<file path="src/rtl/collatz_sweep_ctrl.sv">
// Sweeps a seed range through one Collatz engine over its start/busy handshake,
// counts the steps of each trajectory and keeps the seed with the longest one.
module collatz_sweep_ctrl #(
  parameter int W       = 16,
  parameter int SW      = 10,
  parameter int TIMEOUT = 4
) (
  input  logic          clk,
  input  logic          rst_n,
  input  logic          start,
  input  logic [W-1:0]  lo,
  input  logic [W-1:0]  hi,
  output logic          busy,
  output logic          done,
  output logic          err,
  output logic [W-1:0]  best_seed,
  output logic [SW-1:0] best_steps,
  output logic [W-1:0]  cur_seed,
  output logic          eng_st,
  output logic [W-1:0]  eng_co,
  input  logic          eng_bs,
  input  logic [W-1:0]  eng_x
);

  localparam logic [2:0] IDLE    = 3'd0;
  localparam logic [2:0] LAUNCH  = 3'd1;
  localparam logic [2:0] WAIT_BS = 3'd2;
  localparam logic [2:0] RUN     = 3'd3;
  localparam logic [2:0] NEXT    = 3'd4;
  localparam logic [2:0] DONE    = 3'd5;

  localparam int TW = (TIMEOUT > 1) ? $clog2(TIMEOUT + 1) : 1;
  // Last WAIT_BS count before abort, chosen so DONE lands TIMEOUT cycles after eng_st.
  localparam logic [TW-1:0] TMO_LAST = TW'((TIMEOUT >= 2) ? (TIMEOUT - 2) : 0);
  localparam logic [SW-1:0] STEP_MAX = {SW{1'b1}};
  localparam logic [W-1:0]  SEED_ONE = W'(1);

  logic [2:0]    state_r;
  logic [2:0]    state_nx_s;
  logic [W-1:0]  hi_r;
  logic [W-1:0]  cur_seed_r;
  logic [W-1:0]  best_seed_r;
  logic [W-1:0]  eng_co_r;
  logic [SW-1:0] steps_r;
  logic [SW-1:0] best_steps_r;
  logic [TW-1:0] tmo_cnt_r;
  logic          busy_r;
  logic          done_r;
  logic          err_r;
  logic          eng_st_r;
  logic [W-1:0]  first_seed_s;
  logic [W-1:0]  launch_seed_s;
  logic          launch_s;
  logic          tmo_hit_s;
  logic          eng_x_unused_s;

  assign first_seed_s   = (lo == {W{1'b0}}) ? SEED_ONE : lo;
  assign tmo_hit_s      = (tmo_cnt_r >= TMO_LAST);
  assign eng_x_unused_s = ^eng_x;

  // Next-state decode; also works out which seed the next LAUNCH will hold.
  always_comb begin
    state_nx_s    = state_r;
    launch_seed_s = cur_seed_r;
    case (state_r)
      IDLE: begin
        if (start) begin
          launch_seed_s = first_seed_s;
          if (first_seed_s > hi) begin
            state_nx_s = DONE;
          end else begin
            state_nx_s = LAUNCH;
          end
        end else begin
          state_nx_s = IDLE;
        end
      end
      LAUNCH: begin
        if (cur_seed_r == SEED_ONE) begin
          state_nx_s = NEXT;
        end else begin
          state_nx_s = WAIT_BS;
        end
      end
      WAIT_BS: begin
        if (eng_bs) begin
          state_nx_s = RUN;
        end else if (tmo_hit_s) begin
          state_nx_s = DONE;
        end else begin
          state_nx_s = WAIT_BS;
        end
      end
      RUN: begin
        if (eng_bs) begin
          if (steps_r == STEP_MAX) begin
            state_nx_s = DONE;
          end else begin
            state_nx_s = RUN;
          end
        end else begin
          state_nx_s = NEXT;
        end
      end
      NEXT: begin
        if (cur_seed_r == hi_r) begin
          state_nx_s = DONE;
        end else begin
          state_nx_s    = LAUNCH;
          launch_seed_s = cur_seed_r + SEED_ONE;
        end
      end
      DONE: begin
        state_nx_s = IDLE;
      end
      default: begin
        state_nx_s = IDLE;
      end
    endcase
  end

  // Seed 1 is handled without the engine, so it never raises eng_st.
  assign launch_s = (state_nx_s == LAUNCH) && (launch_seed_s != SEED_ONE);

  // State, handshake, step counting and best-seed tracking.
  always_ff @(posedge clk or negedge rst_n) begin
    if (!rst_n) begin
      state_r      <= IDLE;
      hi_r         <= {W{1'b0}};
      cur_seed_r   <= {W{1'b0}};
      best_seed_r  <= {W{1'b0}};
      eng_co_r     <= {W{1'b0}};
      steps_r      <= {SW{1'b0}};
      best_steps_r <= {SW{1'b0}};
      tmo_cnt_r    <= {TW{1'b0}};
      busy_r       <= 1'b0;
      done_r       <= 1'b0;
      err_r        <= 1'b0;
      eng_st_r     <= 1'b0;
    end else begin
      state_r  <= state_nx_s;
      eng_st_r <= launch_s;
      done_r   <= (state_r == DONE);
      if (launch_s) begin
        eng_co_r <= launch_seed_s;
      end else begin
        eng_co_r <= eng_co_r;
      end
      if (state_nx_s == LAUNCH) begin
        cur_seed_r <= launch_seed_s;
      end else begin
        cur_seed_r <= cur_seed_r;
      end
      case (state_r)
        IDLE: begin
          if (start) begin
            hi_r         <= hi;
            cur_seed_r   <= first_seed_s;
            best_seed_r  <= {W{1'b0}};
            best_steps_r <= {SW{1'b0}};
            err_r        <= 1'b0;
            busy_r       <= 1'b1;
          end else begin
            busy_r <= 1'b0;
          end
        end
        LAUNCH: begin
          // Seed 1 scores zero steps and can never beat the cleared best.
          tmo_cnt_r <= {TW{1'b0}};
          steps_r   <= {SW{1'b0}};
        end
        WAIT_BS: begin
          if (eng_bs) begin
            steps_r <= SW'(1);
          end else if (tmo_hit_s) begin
            err_r <= 1'b1;
          end else begin
            tmo_cnt_r <= tmo_cnt_r + TW'(1);
          end
        end
        RUN: begin
          if (eng_bs) begin
            if (steps_r == STEP_MAX) begin
              err_r <= 1'b1;
            end else begin
              steps_r <= steps_r + SW'(1);
            end
          end else if (steps_r > best_steps_r) begin
            best_seed_r  <= cur_seed_r;
            best_steps_r <= steps_r;
          end else begin
            best_steps_r <= best_steps_r;
          end
        end
        NEXT: begin
          steps_r <= {SW{1'b0}};
        end
        DONE: begin
          busy_r <= 1'b0;
        end
        default: begin
          busy_r <= 1'b0;
        end
      endcase
    end
  end

  assign busy       = busy_r;
  assign done       = done_r;
  assign err        = err_r;
  assign best_seed  = best_seed_r;
  assign best_steps = best_steps_r;
  assign cur_seed   = cur_seed_r;
  assign eng_st     = eng_st_r;
  assign eng_co     = eng_co_r;

endmodule
</file>
<file path="config.mk">
export PLATFORM = sky130hd
export DESIGN_NAME = collatz_sweep_ctrl
export DESIGN_NICKNAME = d
export VERILOG_FILES = /design/src/rtl/collatz_sweep_ctrl.sv
export SDC_FILE = /design/constraint.sdc
export NUM_CORES = 1
export LEC_CHECK = 0
export CAP_MARGIN = 20
export CELL_PAD_IN_SITES_DETAIL_PLACEMENT = 1
export CELL_PAD_IN_SITES_GLOBAL_PLACEMENT = 2
export CORE_ASPECT_RATIO = 1.75
export CORE_MARGIN = 2
export CORE_UTILIZATION = 28
export DETAILED_ROUTE_END_ITERATION = 7
export PLACE_DENSITY = 0.8
export SYNTH_ARGS = -nofsm -noshare
export SYNTH_HDL_FRONTEND = slang
export SYNTH_SLANG_ARGS = --single-unit
</file>
<file path="constraint.sdc">
create_clock -name clk -period 2.7 [get_ports clk]
set_input_delay 0.54 -clock clk [delete_from_list [all_inputs] [get_ports clk]]
set_output_delay 0.54 -clock clk [all_outputs]
set_load 0.1 [all_outputs]
</file>
==> flow_metrics.env <==
export IMPL_synth_top_area_share=0.415
export IMPL_finalClockSkew_ns=0.00835
export IMPL_worst_path_max_delay_cell="sky130_fd_sc_hd__dfrtp_4"
export IMPL_p_clk_frac=0.115
export IMPL_layoutNonFillerInstCount=1073
export IMPL_drv_max_cap_violation_count=0
export IMPL_setup_worst_path_start_class="flip-flop"
export IMPL_internal_power_uw=4710
export IMPL_first_global_vias=6144
export IMPL_ios=114
export IMPL_total_placed_cells_including_tap_cells=1055
export IMPL_worstHoldPathType="input pin to asynchronous set/reset pin"
export IMPL_utilization=0.401
export IMPL_slew_headroom=0.533
export IMPL_filler_cell_count=2351
export IMPL_tritoncts_num_sinks=94
export IMPL_vias_per_cell=5.24
export IMPL_worst_skew_pair_late_latency_ns=0.36
export IMPL_synth_flop_cell="sky130_fd_sc_hd__dfrtp_1"
export IMPL_synth_compound_area_share=0.172
export IMPL_synth_cell_type_count=55
export IMPL_setup_violations_final=17
export IMPL_dp_worst_setup_slack_ns=-1.34
export IMPL_cp_max_fo=9
export IMPL_synthesized_area_fraction_occupied_by_and_or_nand_nor_cells=0.190
export IMPL_register_bit_total_from_synthesis=94
export IMPL_finalInstanceArea_um2=7940
export IMPL_synth_top_family_by_area="simple AND/OR/NAND/NOR gates"
export IMPL_synth_top_cells_by_area="sky130_fd_sc_hd__dfrtp_1, sky130_fd_sc_hd__ha_1, sky130_fd_sc_hd__o21ai_0"
export IMPL_detailedRoute_firstIterationViolations=188
export IMPL_floorplan_die_width_um=112
export IMPL_syn_avg_cell_area_um2=8.53
export IMPL_critical_path_top_cell_by_count="sky130_fd_sc_hd__nand4_1"
export IMPL_path_clk_slew_ns=0.07
export IMPL_post_synth_mux_area_share=0.0320
export IMPL_synth_edf_count=0
export IMPL_postSynthNetCount=746
export IMPL_run_status="finished with violations"
export IMPL_floorplan_core_area_um2=19800
export IMPL_synthCells=665
export IMPL_drt_total_wl_um=23300
export IMPL_worstMarginPinSlew_ns=0.695
export IMPL_vias=5624
export IMPL_crit_chain="xor2_1, nor4_2, nand4_1, buf_6, a31oi_4, o21ai_2, nor4_4, nand4_1, o21a_4, mux2_4"
export IMPL_cts_tree="built"
export IMPL_post_route_setup_tns_ns=-4.26
export IMPL_most_frequent_cells_in_the_layout="sky130_fd_sc_hd__buf_4, sky130_fd_sc_hd__dfrtp_1, sky130_fd_sc_hd__o21ai_0"
export IMPL_critical_path_max_stage_delay_ns=0.52
export IMPL_route_antenna_remaining_nets=0
export IMPL_die_area_um2=21400
export IMPL_final_min_clock_period_ns=3.01
export IMPL_place_area_um2=7390
export IMPL_yosysTopAreaCell="sky130_fd_sc_hd__dfrtp_1"
export IMPL_antenna_cells_inserted=0
export IMPL_ctsHoldBuffers=0
export IMPL_cts_path_max_buffers=2
export IMPL_end_kind="flip-flop"
export IMPL_final_common_cell="sky130_fd_sc_hd__buf_4"
export IMPL_drc_violations_left=0
export IMPL_grtUsageTotal=0.221
export IMPL_synthesis_area_um2=5670
export IMPL_timing_worst_setup_path_type="flip-flop to flip-flop"
export IMPL_failed_checks="setup timing"
export IMPL_final_critical_path_setup_slack_ns=-0.314
export IMPL_total_clock_buffers_created_by_cts=9
export IMPL_gr_total_overflow=0
export IMPL_dieHeight_um=192
export IMPL_maxSlewViolCount=0
export IMPL_ys_seq_area_frac=0.415
export IMPL_min_period_over_period=1.12
export IMPL_finalWeightedCongestion=1.02
export IMPL_leakagePower_uw=0.00366
export IMPL_cellPowerDensity_nw_per_um2=1370
export IMPL_grt_first_pass_wirelength_um=35900
export IMPL_clk_root_buffer_cell="sky130_fd_sc_hd__clkbuf_16"
export IMPL_critPathArrivalTime_ns=3.26
export IMPL_design_final_nets=904
export IMPL_start_util=0.286
export IMPL_place_detailed_hpwl_um=18700
export IMPL_power_frac_comb=0.659
export IMPL_grt_start_max_net_pins=53
export IMPL_critical_path_required_ns=2.94
export IMPL_htree_num_levels=3
export IMPL_async_reset_ff_frac=1.00
export IMPL_avgRoutedWirePerCell_um=21.7
export IMPL_achievable_frequency_mhz=332
export IMPL_peakVddDrop_v=0.000740
export IMPL_synth_adder_area_share=0.0640
export IMPL_rows=68
export IMPL_switchingPower_uw=6210
export IMPL_grt_setup_unrepaired="true"
export IMPL_drt_first_pass_iters=4
export IMPL_areaGrowthSynthToFinish_pct=40.1
export IMPL_sw_frac_of_total=0.568
export IMPL_antenna_found_initial=0
export IMPL_power_share_sequential=0.226
export IMPL_synth_warnings=0
export IMPL_post_route_cells_drive_above_1_share=0.331
export IMPL_timing_final_hold_violations=0
export IMPL_synth_xor_xnor_area_share=0.0371
export IMPL_numPortBuffers=97
-- sequential cells by signal, summed over array words and instances, names as in the netlist --
name / count
cur_seed: 16
best_seed: 16
tmo_cnt_r: 3
state_r: 3
eng_co: 16
steps_r: 10
best_steps: 10
err: 1
hi_r: 16
eng_st: 1
busy: 1
done: 1
-- cell usage after synthesis, types with 11 or more instances --
cell type,number
sky130_fd_sc_hd__ha_1,29
sky130_fd_sc_hd__buf_2,11
sky130_fd_sc_hd__a21oi_1,24
sky130_fd_sc_hd__nand2_1,63
sky130_fd_sc_hd__nor2_1,46
sky130_fd_sc_hd__dfrtp_1,94
sky130_fd_sc_hd__nor3_1,12
sky130_fd_sc_hd__o21ai_0,71
sky130_fd_sc_hd__inv_1,59
sky130_fd_sc_hd__nor4_1,13
sky130_fd_sc_hd__nand4_1,16
sky130_fd_sc_hd__nand3_1,41
sky130_fd_sc_hd__xor2_1,22
sky130_fd_sc_hd__clkbuf_1,37
-- cells by family (layout without fill, tap and decap cells) --
group | after synthesis | count (layout)
simple gates | 224 | 224
mux | 15 | 15
fa+ha+maj | 29 | 29
flops | 94 | 94
xor+xnor | 24 | 24
compound gates | 161 | 161
buf+inv | 118 | 281
-- metal layers --
layer / vias up / share of wire / global-route usage
met4: 0 / 0.074 / 0.153
met1: 2822 / 0.33 / 0.206
met3: 67 / 0.025 / 0.0237
met2: 133 / 0.57 / 0.441
met5: - / 0 / 0
li1: 2602 / - / -
-- worst max-delay path: cells and delay by family (launching register included) --
| kind | cells | cell delay (ns) |
|---|---|---|
| buffers and inverters | 1 | 0.21 |
| flip-flops | 1 | 0.52 |
| multiplexers | 1 | 0.32 |
| AND/OR/NAND/NOR | 4 | 1.04 |
| AO/OA/AOI/OAI | 3 | 0.64 |
| XOR/XNOR | 1 | 0.16 |
-- power groups by stage --
stage               logic (µW)  clock network (µW)  registers (µW)
floorplan                 2270                   0            4770
global placement          6840                   0            2450
detailed placement        6970                   0            2480
CTS                       7160                1280            2470
global route              7590                1340            2520
finish                    7200                1260            2470
-- final timing paths --
path	cells after the start	start	end	slack, ns
max in group asynchronous	2	rst_n	best_steps[3]	1.83
worst max-delay path	10	cur_seed[8]	eng_co[12]	-0.31
worst min register to register	2	err	err	0.50
min in group clk	2	err	err	0.50
worst max register to register	10	cur_seed[8]	eng_co[12]	-0.31
worst min-delay path	1	rst_n	hi_r[0]	0.17
-- cell type report --
class | instances | area, µm² | share of cell area
clock inverter | 5 | 41.3 | 0.00520
tap | 245 | 307 | 0.0386
sequential | 94 | 2400 | 0.302
multi-input combinational | 453 | 3060 | 0.385
inverter | 59 | 221 | 0.0279
timing repair buffer | 206 | 1670 | 0.210
clock buffer | 11 | 243 | 0.0306
-- timing repair --
| item | CTS | global route |
|---|---|---|
| gates resized for setup | 97 | 16 |
| pin swaps | 22 | 14 |
| endpoints found under the setup margin | 18 | 17 |
| buffers inserted | 3 | 0 |
| gates cloned | 1 | 0 |
-- stage by stage --
stage | hold WS, ns | power, µW
6_report | 0.165 | 10900
5_1_grt | 0.211 | 11400
3_3_place_gp | 0.479 | 9290
4_1_cts | 0.189 | 10900
3_5_place_dp | 0.495 | 9460
2_1_floorplan | 0.244 | 7040
No activity file was read; power rests on OpenSTA's default activity.
